$ cat src/rtl/ship_input_sequencer.sv
// Player button front end: synchronise and debounce the buttons, pace ship moves per frame,
// and run the single-shot fire handshake with the laser block.
module ship_input_sequencer #(
    parameter int unsigned DEBOUNCE_FRAMES      = 2,
    parameter int unsigned MOVE_PERIOD_FRAMES   = 3,
    parameter int unsigned FIRE_COOLDOWN_FRAMES = 20,
    parameter int unsigned CNT_W                = 6
) (
    input  logic clk,
    input  logic reset,
    input  logic frameTick,
    input  logic btnLeft,
    input  logic btnRight,
    input  logic btnFire,
    input  logic laserBusy,
    input  logic fireAck,
    output logic moveLeft,
    output logic moveRight,
    output logic fireReq
);

    localparam logic [CNT_W-1:0] DB_LAST   = CNT_W'(DEBOUNCE_FRAMES - 1);
    localparam logic [CNT_W-1:0] MV_RELOAD = CNT_W'(MOVE_PERIOD_FRAMES - 1);
    localparam logic [CNT_W-1:0] CD_LOAD   = CNT_W'(FIRE_COOLDOWN_FRAMES);
    localparam logic [CNT_W-1:0] CNT_ONE   = CNT_W'(1);

    typedef enum logic [1:0] {
        S_IDLE,
        S_REQ,
        S_FLIGHT,
        S_COOL
    } state_t;

    // bit 0 = left, bit 1 = right, bit 2 = fire
    logic [2:0]       sync_a;
    logic [2:0]       sync_b;
    logic [2:0]       db;
    logic [CNT_W-1:0] dc [3];
    logic [CNT_W-1:0] mcnt;
    logic [CNT_W-1:0] ccnt;
    logic [CNT_W-1:0] ccnt_next;
    logic             armed;
    state_t           state;
    state_t           state_next;

    always_ff @(posedge clk or negedge reset) begin
        if (!reset) begin
            sync_a <= '0;
            sync_b <= '0;
        end else begin
            sync_a <= {btnFire, btnRight, btnLeft};
            sync_b <= sync_a;
        end
    end

    // dc == DEBOUNCE_FRAMES-1 is the non-overflowing form of dc+1 == DEBOUNCE_FRAMES
    always_ff @(posedge clk or negedge reset) begin
        if (!reset) begin
            db <= '0;
            for (int unsigned i = 0; i < 3; i++) dc[i] <= '0;
        end else if (frameTick) begin
            for (int unsigned i = 0; i < 3; i++) begin
                if (sync_b[i] == db[i]) begin
                    dc[i] <= '0;
                end else if (dc[i] == DB_LAST) begin
                    db[i] <= sync_b[i];
                    dc[i] <= '0;
                end else begin
                    dc[i] <= dc[i] + CNT_ONE;
                end
            end
        end
    end

    always_ff @(posedge clk or negedge reset) begin
        if (!reset) begin
            mcnt      <= '0;
            moveLeft  <= 1'b0;
            moveRight <= 1'b0;
        end else begin
            moveLeft  <= 1'b0;
            moveRight <= 1'b0;
            if (frameTick) begin
                if (db[0] ^ db[1]) begin
                    if (mcnt == '0) begin
                        moveLeft  <= db[0];
                        moveRight <= db[1];
                        mcnt      <= MV_RELOAD;
                    end else begin
                        mcnt <= mcnt - CNT_ONE;
                    end
                end else begin
                    mcnt <= '0;
                end
            end
        end
    end

    always_comb begin
        state_next = state;
        ccnt_next  = ccnt;
        case (state)
            S_IDLE: begin
                if (frameTick && db[2] && armed && !laserBusy) state_next = S_REQ;
            end
            S_REQ: begin
                if (fireAck) state_next = S_FLIGHT;
            end
            S_FLIGHT: begin
                if (frameTick && !laserBusy) begin
                    if (FIRE_COOLDOWN_FRAMES == 0) begin
                        state_next = S_IDLE;
                    end else begin
                        ccnt_next  = CD_LOAD;
                        state_next = S_COOL;
                    end
                end
            end
            S_COOL: begin
                if (frameTick) begin
                    if (ccnt != '0) ccnt_next = ccnt - CNT_ONE;
                    if (ccnt <= CNT_ONE) state_next = S_IDLE;
                end
            end
            default: state_next = S_IDLE;
        endcase
    end

    // fireReq is registered from the next state so it tracks REQ without a decode stage
    always_ff @(posedge clk or negedge reset) begin
        if (!reset) begin
            state   <= S_IDLE;
            ccnt    <= '0;
            fireReq <= 1'b0;
            armed   <= 1'b1;
        end else begin
            state   <= state_next;
            ccnt    <= ccnt_next;
            fireReq <= (state_next == S_REQ);
            if (state != S_REQ && state_next == S_REQ) armed <= 1'b0;
            else if (!db[2])                           armed <= 1'b1;
        end
    end

endmodule

$ cat config.mk
export PLATFORM = sky130hd
export DESIGN_NAME = ship_input_sequencer
export DESIGN_NICKNAME = d
export VERILOG_FILES = /design/src/rtl/ship_input_sequencer.sv
export SDC_FILE = /design/constraint.sdc
export NUM_CORES = 1
export LEC_CHECK = 0
export ABC_AREA = 1
export CAP_MARGIN = 20
export CORE_AREA = 8 8 92 103
export CTS_CLUSTER_DIAMETER = 50
export DETAILED_ROUTE_END_ITERATION = 16
export DIE_AREA = 0 0 100 111
export PLACE_DENSITY_LB_ADDON = 0.12
export SYNTH_ARGS = -nofsm -noshare
export SYNTH_HDL_FRONTEND = slang
export SYNTH_SLANG_ARGS = --single-unit
$ cat constraint.sdc
create_clock -name clk -period 1.3 [get_ports clk]
set_input_delay 0.195 -clock clk [delete_from_list [all_inputs] [get_ports clk]]
set_output_delay 0.195 -clock clk [all_outputs]
set_load 0.1 [all_outputs]
-- After elaboration in Yosys (flattened, before gate mapping)
Index checks and enable logic that the tools add are counted.
Widths: inputs -> output; s select.
- bits in registers: 45
- input bits: 8
- output and inout bits: 3
- word-level logic and storage cells: 80
- add/subtract/negate cells: 5
- magnitude comparators: 1
- equality and inequality tests: 15
- muxes and demuxes: 26
- bitwise logic cells: 4
- reduce and logical (&&, ||, !) cells: 14
- operators by type and width (cell ; number):
    $mux 6 ; 11
    $add 6x1->6 const B ; 3
    $eq 6x1->1 const B ; 3
    $pmux 6 s2 ; 1
    $sub 6x1->6 const B ; 2
    $mux 2 ; 5
    $reduce_and 3->1 ; 3
    $mux 1 ; 8
    $pmux 2 s4 ; 1
    $le 6x1->1 const B ; 1
    $logic_not 6->1 ; 1
    $ne 2x2->1 const B ; 3
    $reduce_bool 6->1 ; 1
    $logic_and 1x1->1 ; 5
    $eq 2x1->1 const B ; 2
    $eq 2x2->1 const B ; 2
    $ne 2x1->1 const B ; 2
    $reduce_and 4->1 ; 1
    $eq 1x1->1 ; 3
    $not 1->1 ; 3
    $logic_not 2->1 ; 1
    $reduce_bool 2->1 ; 1
    $logic_not 1->1 ; 1
    $xor 1x1->1 ; 1

-- Logic depth before layout (Yosys ltp)
Gate-level depths: netlist of the first run.
- depth in word-level cells: 8
- gate-level depth with buffers: 9
- gate-level depth less buffers: 9

-- Worst setup path before layout of the first run
OpenSTA, ideal clock, no wires.
- kind: reg-to-reg
- from: register ccnt[0]
- to: register fireReq
- setup time: 0.113 ns
- arrival: 1.152 ns
- required time: 1.187 ns
- path slack: 0.035 ns
- stages on the path, launching flop included: 10
- path buffers: 0
- clock period less this slack: 1.265 ns
- cells stage by stage: dfrtp_1 > inv_1 > ha_1 > nor2_1 > nor2_1 > nand2_1 > nand2_1 > nand4_2 > nand2_1 > inv_1
- longest elaborated chain between the ends: 5
- RTL lines (what ; line ; text):
    from (decl) ; 40 ; logic [CNT_W-1:0] ccnt;
    from (signal assigned) ; 138 ; ccnt <= ccnt_next;
    $le 6x1->1 ; 122 ; if (ccnt <= CNT_ONE) state_next = S_IDLE;
    $mux 2 ; 122 ;
    $mux 2 ; 120 ; if (frameTick) begin
    $pmux 2 s4 ; 102 ; case (state)
    via state_next[0] ; 44 ; state_t state_next;
    $eq 2x1->1 ; 139 ; fireReq <= (state_next == S_REQ);
    to (signal assigned) ; 139 ;
    to (decl) ; 19 ; output logic fireReq
The timed path passes the listed nets, and every way through them passes these cells.
A chain may end at the register's enable or synchronous reset.

-- Worst setup path in the final report of the first run
- from: register db[1]
- to: register mcnt[5]
- longest elaborated chain between the ends: 2
- RTL lines (what ; line ; text):
    from (decl) ; 37 ; logic [2:0] db;
    from (signal, indexed assignment) ; 66 ; db[i] <= sync_b[i];
    $xor 1x1->1 ; 84 ; if (db[0] ^ db[1]) begin
    $mux 6 ; 84 ;
    to (signal assigned) ; 90 ; mcnt <= mcnt - CNT_ONE;
    to (decl) ; 39 ; logic [CNT_W-1:0] mcnt;
Every way passes these cells.

==> results of run 1 <==
-- where the power goes --
part           switching [uW]  internal (uW)  leakage (uW)
Combinational            1330           1060      0.000645
Sequential                275           1750      0.000581
Clock                     491            571     0.0000552
Total                    2090           3380       0.00128
-- synth_stat cells --
cell | number | share of area [%]
nand4_2 | 1 | 0.55
o21ai_0 | 16 | 3.5
a21oi_1 | 1 | 0.22
o21ai_2 | 4 | 1.5
nor3_1 | 3 | 0.66
nand4_1 | 7 | 1.9
nand2_1 | 23 | 3.8
inv_2 | 3 | 0.50
nor3_2 | 1 | 0.44
nand2_2 | 5 | 1.4
o21ai_4 | 1 | 0.72
xnor2_1 | 4 | 1.5
buf_4 | 1 | 0.33
inv_1 | 24 | 4.0
inv_6 | 1 | 0.39
nand3_1 | 26 | 5.7
nor2_1 | 32 | 5.3
or2_2 | 1 | 0.28
dfstp_2 | 1 | 1.2
o31a_1 | 2 | 0.77
or2_1 | 1 | 0.28
nand2_4 | 1 | 0.50
ha_1 | 11 | 6.1
xor2_1 | 13 | 5.0
buf_6 | 1 | 0.50
a31oi_1 | 3 | 0.83
o22ai_1 | 7 | 1.9
nor2_2 | 1 | 0.28
dfrtp_1 | 44 | 49
buf_2 | 3 | 0.66
o21ai_1 | 3 | 0.66
-- kinds of logic after synthesis --
kind of cell | after synthesis | share of synthesized area, %
fa+ha+maj | 11 | 6.07
simple gates | 102 | 21.1
compound gates | 37 | 10.2
xor+xnor | 17 | 6.56
buf+inv | 33 | 6.34
flops | 45 | 49.7
-- routing by layer --
| layer | global-route usage, % | wire length [um] |
|---|---|---|
| met1 | 10.5 | 2190 |
| met2 | 14.2 | 2030 |
| met3 | 2.45 | 147 |
| met4 | 3.23 | 64 |
| met5 | 0 | 0 |
-- cell type report --
| cell class | count | area share [%] |
|---|---|---|
| repair buffers | 38 | 12.6 |
| well taps | 108 | 4.69 |
| inverters | 28 | 3.82 |
| clock inverters | 2 | 1.22 |
| multi-input cells | 167 | 36.1 |
| flip-flops and latches | 45 | 39.1 |
| clock buffers | 6 | 2.52 |
-- placed cells by master, fill, tap and decap left out, types with 4 or more instances in the layout --
cell / instances
inv_2: 7
dfrtp_1: 44
nand4_1: 7
clkdlybuf4s50_1: 6
ha_1: 10
clkbuf_8: 5
nand3_1: 22
o21ai_0: 16
o22ai_1: 7
xor2_1: 13
buf_4: 25
nor2_1: 30
xnor2_1: 4
inv_1: 20
o21ai_2: 4
nand2_2: 5
nand2_1: 23
nand3_2: 4
buf_12: 5
-- worst register-to-register path: cells and delay by family (launching register included) --
kind / cells / cell delay, ns
buffers and inverters: 3 / 0.28
AND/OR/NAND/NOR: 5 / 0.52
flip-flops: 1 / 0.36
-- repair_timing --
item,in CTS,in global routing
hold buffers,1,0
buffers inserted,0,1
hold endpoints to repair,9,0
pin swaps,0,2
endpoints found under the setup margin,3,19
resized for setup,3,10
-- flip-flops by register name, summed over array words and instances, names as in the netlist --
| register | count |
|---|---|
| moveLeft | 1 |
| sync_a | 3 |
| ccnt | 6 |
| dc | 18 |
| fireReq | 1 |
| moveRight | 1 |
| mcnt | 6 |
| state | 2 |
| db | 3 |
| sync_b | 3 |
| armed | 1 |
-- final timing paths --
check,slack [ns],to,depth (start not counted),start
setup / recovery,0.09,mcnt[5]$_DFFE_PN0P_,8,db[1]$_DFFE_PN0P_
hold / removal,0.33,sync_a[0]$_DFF_PN0_,1,btnLeft
setup reg to reg,0.09,mcnt[5]$_DFFE_PN0P_,8,db[1]$_DFFE_PN0P_
hold reg to reg,0.35,sync_b[1]$_DFF_PN0_,0,sync_a[1]$_DFF_PN0_
max in group asynchronous,0.51,db[1]$_DFFE_PN0P_,3,reset
min in group asynchronous,0.34,ccnt[5]$_DFFE_PN0P_,2,reset
-- stage by stage --
| stage | hold WS [ns] | area, um^2 | power (uW) | util, % |
|---|---|---|---|---|
| CTS | 0.318 | 2850 | 5440 | 36.8 |
| global route | 0.322 | 2880 | 5940 | 37.2 |
| detailed placement | 0.135 | 2720 | 4320 | 35.1 |
| global placement | 0.137 | 2720 | 4330 | 35.1 |
| floorplan | -0.101 | 2270 | 3500 | - |
| finish | 0.328 | 2880 | 5470 | 37.2 |
==> key figures, run 1 <==
Worst setup path
  • Crit path kind: reg -> reg
  • Startpoint types: flip-flop
  • CP Data Arrival Time: 1.45 ns
  • Slowest-stage cell, CP: dfrtp_1
  • Req. time, crit path: between 1.5 and 2 ns
  • CP Buf/Inv Count: 3
  • Crit path capture type: flip-flop
  • Crit path largest cell delay: ~0.36 ns
  • Delay-heaviest family, CP: simple AND/OR/NAND/NOR gates
  • Highest net fanout along the worst path: 4
  • Critical path cell sequence: inv_1 -> or2_1 -> nand2_1 -> nand2_1 -> inv_1 -> nor2_1 -> buf_4 -> nor2_1

Worst hold path
  • HP Class: in -> reg

Timing
  • Setup Skew: ~0.009 ns
  • Fmax: 823 MHz
  • Slew Limit Headroom: 74.7%
  • Setup TNS: 0 ns
  • Final hold vios: 0
  • Post-route minimum period: 1.21 ns
  • Final Max Slew Viols: 0
  • Worst-margin pin slew: 0.379 ns
  • Worst Slack Setup Final: 0.0855 ns
  • Period utilization: 93.4%
  • Unrepaired setup endpoints after global routing: true
  • Final setup violation count: 0

Cells and area
  • FF/Latch Area: 0.00113 mm^2
  • Non-filler cells, final: between 300 and 400
  • Nets: 304
  • Fill cells: 809
  • Antenna Cells: 0
  • Syn-to-layout area delta: 27.1%
  • Fraction of final layout cells with drive strength greater than 1: 24.1%
  • Multi-input gate area: 0.00104 mm^2

Placed design
  • Place WS: -0.184 ns
  • Cell count after placement: 384
  • Post-DP HPWL: about 3300 um
  • GPL Wtd Cong: 0.734
  • Port buffer count: 10

Power and ir drop
  • VDD IR max: 0.686 mV
  • Pwr Density: 1900 mW/mm^2
  • Leakage: 0.00128 uW

Die
  • Io pins: 11
  • Row count: 34
  • Die extent in y: ~110 um
  • CORE AREA: 0.00774 mm^2
  • Die area: about 0.011 mm^2
  • Die W: 100 um
  • Starting Density: around 29%

Detailed routing
  • DR vias: 1,694
  • DRC viols: 0
  • Initial DRC count: 50
  • Total Wirelength: between 4000 and 5000 um
  • ANT nets after route: 0
  • DR pass1 iterations: 4
  • Via/cell ratio: 4.30
  • WL/cell: between 10 and 15 um

GRT
  • GRT Overall Usage: 8.69%
  • Antenna violations before repair: 0
  • Total grt overflow: 0
  • Vias in the first global route: roughly 1,700
  • Largest net degree at the start of global routing: 22
  • Global-route wire length before repair: 7820 um

Synthesis
  • Mapped Area: roughly 0.0023 mm^2
  • Cells after synthesis: 245
  • Mapped Nets: approximately 260
  • Register area share after synthesis: 49.7%
  • Synth cell types: 31
  • Synthesized flop and latch total: 45
  • Synth Warn #: 0
  • Avg Cell Area, Syn: just over 9 um^2

Flow run
  • MaxCap Viol Count: 0

Clock tree
  • Clock Latency Late Sink: around 0.3 ns
  • Clk buf depth: 2
  • Total clock sinks: 45
  • Root buf cell: clkbuf_8
  • Clock transition at path regs: 0.09 ns
  • TritonCTS clock tree: built
  • CTS Buf Count: 5
  • H-tree levels: 2

Outcome
  • Status: complete, no violations
(Power assumes the default switching activity.)
==> inputs of run 2 (changes only) <==
- CTS_CLUSTER_SIZE: unset -> 12
==> results of run 2 <==
No change in the layout: final DEF, timing and power equal those of run 1.
==> inputs of run 3 (changes only) <==
- RECOVER_POWER: unset -> 100
==> key figures, run 3 (same netlist as run 1, synthesis figures left out) <==
Timing
  • Post-route minimum period: 1.22 ns
  • Slew Limit Headroom: 39.1%
  • Final hold vios: 0
  • Final Max Slew Viols: 0
  • Worst-margin pin slew: 0.914 ns
  • Final setup violation count: 0
  • Unrepaired setup endpoints after global routing: true
  • Fmax: 818 MHz
  • Period utilization: 94.0%
  • Setup Skew: 0.00864 ns
  • Worst Slack Setup Final: 0.0775 ns
  • Worst hold slack: 0.353 ns

Worst setup path
  • CP Buf/Inv Count: 3
  • CP Data Arrival Time: around 1.4 ns
  • Crit path largest cell delay: 0.51 ns
  • Crit path capture type: flip-flop
  • Req. time, crit path: about 1.5 ns
  • Crit path kind: in -> reg
  • Delay-heaviest family, CP: buffers and inverters
  • Slowest-stage cell, CP: clkdlybuf4s50_1
  • Highest net fanout along the worst path: 15
  • Startpoint types: primary input
  • Critical path cell sequence: clkdlybuf4s50_1 -> buf_4 -> clkbuf_2 -> nand4_1 -> o21ai_0 -> nor2_1

Worst hold path
  • HP Class: reg -> reg

Die
  • CORE AREA: ~0.0077 mm^2
  • Row count: 34
  • Die area: 0.0111 mm^2
  • Die W: 100 um
  • Starting Density: 29.3%
  • Die extent in y: 111 um
  • Io pins: 11

Placed design
  • Post-DP HPWL: 3290 um
  • GPL Wtd Cong: 0.734
  • Place WS: -0.184 ns
  • Port buffer count: 10

Clock tree
  • Clk buf depth: 2
  • Root buf cell: clkbuf_8
  • CTS Buf Count: 5
  • Clock Latency Late Sink: around 0.30 ns
  • H-tree levels: 2
  • Clock transition at path regs: 0.08 ns
  • Total clock sinks: 45
  • TritonCTS clock tree: built

GRT
  • Vias in the first global route: roughly 1,700
  • Antenna violations before repair: 0
  • Largest net degree at the start of global routing: 22
  • Total grt overflow: 0
  • Global-route wire length before repair: slightly below 8000 um
  • GRT Overall Usage: a little under 9%

Cells and area
  • Top Registers: dc x18, ccnt x6, mcnt x6
  • Top reg by flops: dc
  • Commonest non-fill, non-tap cell in the layout: dfrtp_1
  • Syn-to-layout area delta: 24.7%
  • Nets: about 300
  • Fin util: 36.5%
  • Fraction of final layout cells with drive strength greater than 1: 22.7%
  • Commonest cells after routing, fill and taps aside: 44 x dfrtp_1, 30 x nor2_1, 24 x nand3_1, 23 x nand2_1, 22 x buf_4
  • Fill cells: a little over 800
  • Antenna Cells: 0
  • Max reg flops: 18

Detailed routing
  • Via/cell ratio: 4.29
  • ANT nets after route: 0
  • WL/cell: 11.2 um
  • Total Wirelength: 4430 um
  • Initial DRC count: 40
  • DRC viols: 0
  • DR vias: around 1,700
  • DR pass1 iterations: 4

Power and ir drop
  • VDD IR max: 0.685 mV
  • Leakage: 0.00126 uW
  • Pwr Density: 1900 mW/mm^2

Outcome
  • Status: complete, no violations

Flow run
  • MaxCap Viol Count: 0
-- run 3: layout make-up --
| class | count | area (um^2) | share of cell area, % |
|---|---|---|---|
| Inverter | 28 | 108 | 3.80 |
| Sequential cell | 45 | 1130 | 39.8 |
| Multi-Input combinational cell | 167 | 1030 | 36.4 |
| Clock buffer | 6 | 72.6 | 2.57 |
| Timing Repair Buffer | 38 | 322 | 11.4 |
| Tap cell | 108 | 135 | 4.78 |
| Clock inverter | 2 | 35.0 | 1.24 |
-- run 3: path summary, 6_finish.rpt --
| kind | cells past startpoint | slack (ns) | startpoint | endpoint |
|---|---|---|---|---|
| min | 0 | 0.35 | sync_a[1]$_DFF_PN0_ | sync_b[1]$_DFF_PN0_ |
| min in group asynchronous | 2 | 0.54 | reset | ccnt[5]$_DFFE_PN0P_ |
| min reg2reg | 0 | 0.35 | sync_a[1]$_DFF_PN0_ | sync_b[1]$_DFF_PN0_ |
| max | 6 | 0.08 | frameTick | dc[17]$_DFFE_PN0P_ |
| max reg2reg | 8 | 0.08 | db[1]$_DFFE_PN0P_ | mcnt[5]$_DFFE_PN0P_ |
| max in group asynchronous | 3 | 0.13 | reset | db[1]$_DFFE_PN0P_ |
-- run 3: metal layers --
metal  up-vias  GRT usage [%]  part of all wire, %
met5         -              0                    0
met1       776           10.5                   49
met2        16           14.2                   46
li1        892              -                    -
met3         7           2.45                  3.4
met4         0           3.23                  1.4
-- run 3: metrics by stage --
stage	total power (uW)	instances	cell area, um^2	TNS (ns)
after floorplan	3500	245	2270	0
after global routing	5840	394	2830	-0.489
after global placement	4330	384	2720	-3.86
after detailed placement	4320	384	2720	-3.65
final	5380	394	2830	0
after CTS	5440	393	2850	0
-- run 3: repair_timing --
item                                    CTS  global route
pin swaps                                 0             2
endpoints found under the hold margin     9             0
endpoints found under the setup margin    3            19
hold buffers                              1             0
resized for setup                         3            10
buffers inserted                          0             1
-- run 3: where the power goes --
part	leakage [uW]	total (uW)	switching (uW)	internal (uW)
Sequential	0.000581	2010	263	1750
Combinational	0.000629	2300	1310	994
Clock	0.0000552	1060	491	571
Total	0.00126	5380	2060	3320
==> RTL change 1: new RTL, settings of run 2 <==
Re-encode `state_t` (4 states) as one-hot, 4 bits wide.
--- a/src/rtl/ship_input_sequencer.sv
+++ b/src/rtl/ship_input_sequencer.sv
@@ -24,11 +24,11 @@
     localparam logic [CNT_W-1:0] CD_LOAD   = CNT_W'(FIRE_COOLDOWN_FRAMES);
     localparam logic [CNT_W-1:0] CNT_ONE   = CNT_W'(1);
 
-    typedef enum logic [1:0] {
-        S_IDLE,
-        S_REQ,
-        S_FLIGHT,
-        S_COOL
+    typedef enum logic [3:0] {
+        S_IDLE   = 4'b0001,
+        S_REQ    = 4'b0010,
+        S_FLIGHT = 4'b0100,
+        S_COOL   = 4'b1000
     } state_t;
 
     // bit 0 = left, bit 1 = right, bit 2 = fire
Check against the original RTL: no difference found for any inputs over 10 cycles, from zero or initial values and one cycle with reset low; not proved beyond that.
==> RTL change 1 against run 2 <==
- sequential cell count increased by 2
- die area unchanged
- design area increased by 2.9%
- largest cell class unchanged
- first-iteration DRC count increased by 38%
- power decreased by 14%
- combinational power decreased by 28%
- sequential power increased by 4%
- synthesized area increased by 4.1%
- maximum frequency decreased by 2.5%
- clock skew decreased by 4.5 ps
- routed wire length increased by 9.0%
- setup slack got worse by 31 ps
==> RTL change 1: results <==
export IMPL_ys_seq_area_share_pct=49.9
export IMPL_cp_top_family="flip-flops"
export IMPL_drtPass1Iterations=4
export IMPL_clock_tree_htree_level_count=2
export IMPL_ys_top_cells_by_count="nand2_1, dfrtp_1, nor2_1"
export IMPL_cts_inserted_buffers=5
export IMPL_routed_wl_met3_um=143
export IMPL_synth_edff_count=0
export IMPL_synth_compound_area_share_pct=7.68
export IMPL_skew_ps=4.65
export IMPL_numPlacedInstances=407
export IMPL_synth_cell_types=26
export IMPL_preCtsSetupSlack_ps=-207
export IMPL_dr_first_iter_drc_count=69
export IMPL_globalRouteMet2Util_pct=13.5
export IMPL_cts_repair_resize_count=1
export IMPL_synthMuxAreaShare_pct=0
export IMPL_final_cell_count_no_fill=424
export IMPL_first_global_vias=1765
export IMPL_reg_top3="dc x18, ccnt x6, mcnt x6"
export IMPL_syn_inst=275
export IMPL_cts_root_buf="clkbuf_8"
export IMPL_power_static_leakage_nw=1.35
export IMPL_detail_route_wirelength_met1_um=2470
export IMPL_grt_use_met3_pct=2.70
export IMPL_synthTopCellsByArea="dfrtp_1, nand2_1, nor2_1"
export IMPL_hpwl_after_detailed_placement_um=3420
export IMPL_yosys_area_share_adder_pct=5.30
export IMPL_grt_max_degree=48
export IMPL_drive_gt1_share_pct=21.2
export IMPL_power_share_clock_pct=18.4
export IMPL_place_congestion=0.768
export IMPL_wl_per_cell_um=11.4
export IMPL_p_sw_mw=1.78
export IMPL_comb_power_mw=1.71
export IMPL_groute_usage_overall_pct=9.13
export IMPL_number_of_antenna_violations_at_the_first_check_in_global_routing=0
export IMPL_num_fill_cells=815
export IMPL_placed_cell_area_um2=2750
export IMPL_transition_at_the_pin_with_the_smallest_max_transition_slack_ps=268
export IMPL_fin_nets=333
export IMPL_run_status="complete, no violations"
export IMPL_area_share_of_xor_xnor_cells_in_the_synthesized_design_pct=4.82
export IMPL_cp_slowest_stage_delay_ps=400
export IMPL_grtUsageMet1_pct=12.3
export IMPL_vdd_ir_drop_max_uv=495
export IMPL_synthesized_nets=293
export IMPL_wl_met2_um=2150
export IMPL_grt_first_pass_wirelength_um=8270
export IMPL_intPower_mw=2.91
export IMPL_placement_io_buffers=10
export IMPL_worstHoldPathType="input port to register"
export IMPL_viasPerCell=4.40
==> RTL change 1: cell types whose count changed in the layout (fill, tap and decap cells not counted), sizes merged, moves of 4 or more <==
cell / delta
nor2: +10
o22ai: +5
a21oi: +4
nand2: +26
o21ai: -11
xor2: -7
==> RTL change 1: path summary, 6_finish.rpt <==
| kind | cells after the start | slack [ps] | end | from |
|---|---|---|---|---|
| hold reg to reg | 0 | 360 | sync_b[2] | sync_a[2] |
| setup / recovery | 7 | 50 | state[0] | ccnt[1] |
| min in group asynchronous | 3 | 390 | dc[10] | reset |
| hold / removal | 1 | 330 | sync_a[2] | btnFire |
| max in group asynchronous | 3 | 610 | state[0] | reset |
| setup reg to reg | 7 | 50 | state[0] | ccnt[1] |
==> RTL change 1: final cells by class <==
type,count,area (µm²),area share (%)
repair buffers,36,339,11.4
inverters,31,119,4.01
well taps,108,135,4.56
clock buffers,7,76.3,2.57
clock inverters,1,5.00,0.169
flip-flops and latches,47,1180,39.9
multi-input cells,194,1110,37.4
==> RTL change 2: new RTL, flow settings as in run 2 <==
Made on the original files. Set the parameter `CNT_W` to 8 (it was 6).
--- a/src/rtl/ship_input_sequencer.sv
+++ b/src/rtl/ship_input_sequencer.sv
@@ -4,7 +4,7 @@
     parameter int unsigned DEBOUNCE_FRAMES      = 2,
     parameter int unsigned MOVE_PERIOD_FRAMES   = 3,
     parameter int unsigned FIRE_COOLDOWN_FRAMES = 20,
-    parameter int unsigned CNT_W                = 6
+    parameter int unsigned CNT_W                = 8
 ) (
     input  logic clk,
     input  logic reset,
Behaviour: no difference found for any inputs over 10 cycles, from zero or initial values and one cycle with reset low; that may be too few to reach the edited logic, so the function may still have changed.
==> RTL change 2 against run 2 <==
- the run now ends with setup timing left
- power is 43% higher
- non-clock buffer count increased by 26
- sequential cell count is 10 higher
- first-iteration DRC count up 14%
- sequential share of layout area fell by 5.2 points
- setup slack worse by 130 ps
- sequential power is 26% higher
- synthesized cell count is 40% higher
- design area increased by 42%
- routed wire length up 40%
- synthesized area up 25%
- largest cell class is now multi-input combinational cells
==> RTL change 2: results <==
export IMPL_timing_hold_worst_endpoint="sync_a[2]"
export IMPL_detail_route_wirelength_met1_um=2950
export IMPL_ys_seq_area_share_pct=48.6
export IMPL_numPlacedInstances=498
export IMPL_drive_gt1_share_pct=38.4
export IMPL_critical_path_slowest_cell="dfrtp_1"
export IMPL_worstReg2RegStart="mcnt[0]"
export IMPL_min_delay_start="btnFire"
export IMPL_synthesized_nets=361
export IMPL_dr_first_iter_drc_count=57
export IMPL_transition_at_the_pin_with_the_smallest_max_transition_slack_ps=445
export IMPL_hpwl_after_detailed_placement_um=4100
export IMPL_dr_total_vias=2368
export IMPL_num_fill_cells=749
export IMPL_cp_slowest_stage_delay_ps=420
export IMPL_placed_cell_area_um2=3400
export IMPL_clockNetworkAreaShare_pct=3.34
export IMPL_grtUsageMet1_pct=14.1
export IMPL_ys_top_cells_by_count="nand2_1, dfrtp_1, inv_1, nor2_1, nand3_1"
export IMPL_hold_ws_ps=312
export IMPL_globalRouteMet2Util_pct=18.4
export IMPL_grt_first_pass_wirelength_um=10300
export IMPL_synthTopCellsByArea="dfrtp_1, nand2_1, inv_1"
export IMPL_cts_repair_resize_count=30
export IMPL_fin_setup_tns_ps=-115
export IMPL_failed_checks="setup timing"
export IMPL_grt_max_degree=56
export IMPL_fin_nets=426
export IMPL_final_cell_count_no_fill=517
export IMPL_run_status="finished, violations left"
export IMPL_synth_cell_types=27
export IMPL_routed_wl_met3_um=132
export IMPL_multi_input_combinational_area_share_pct=41.2
export IMPL_first_global_vias=2321
export IMPL_min_delay_path_depth=1
export IMPL_power_static_leakage_nw=1.79
export IMPL_clock_sinks=55
export IMPL_timing_critical_path_arrival_ps=1550
export IMPL_layout_buffer_nonclock_area_share_pct=14.0
export IMPL_worstReg2RegEnd="mcnt[6]"
export IMPL_wl_per_cell_um=12.0
export IMPL_fin_ws_ps=-47.8
export IMPL_seq_cell_share_pct=33.9
export IMPL_max_fanout_on_critical_path=3
export IMPL_clkTransAtPathRegs_ps=110
export IMPL_clock_buffers=5
export IMPL_preCtsSetupSlack_ps=-227
export IMPL_num_multi_input_gates=236
export IMPL_design_area_um2=4080
export IMPL_timing_reg2reg_worst_path_depth=7
export IMPL_wl_met2_um=3090
export IMPL_place_congestion=0.837
export IMPL_syn_inst=343
export IMPL_buffers_excl_clock=64
export IMPL_final_setup_viol_count=6
export IMPL_grt_use_met3_pct=2.32
export IMPL_vdd_ir_drop_max_uv=644
export IMPL_n_all_inverters=46
export IMPL_cp_top_family="flip-flops"
[RTL change 2: cell count changes in the layout (fill, tap and decap cells not counted), moves of 7 or more]
cell / run 2 / this run
ha_1: 10 / 0
buf_4: 25 / 45
o22ai_2: 0 / 8
ha_4: 1 / 8
nand2_1: 23 / 55
nor2_2: 2 / 9
o21ai_0: 16 / 4
inv_1: 20 / 35
buf_6: 0 / 7
nand3_2: 4 / 12
[RTL change 2: cells by family after synthesis]
kind of cell	count (synthesis)	share of synthesized area [%]
and+or+nand+nor	164	24.8
DFF	55	48.6
buffers and inverters	52	7.38
AOI/OAI and AO/OA	40	7.95
xor gates and xnor gates	21	6.49
adders and majority gates	10	4.42
muxes	1	0.353
[RTL change 2: power by group]
group | leakage [nW] | internal, mW | switching (mW)
Clock | 0.0644 | 0.769 | 0.590
Sequential | 0.708 | 2.15 | 0.416
Combinational | 1.02 | 1.82 | 2.06
Total | 1.79 | 4.74 | 3.07
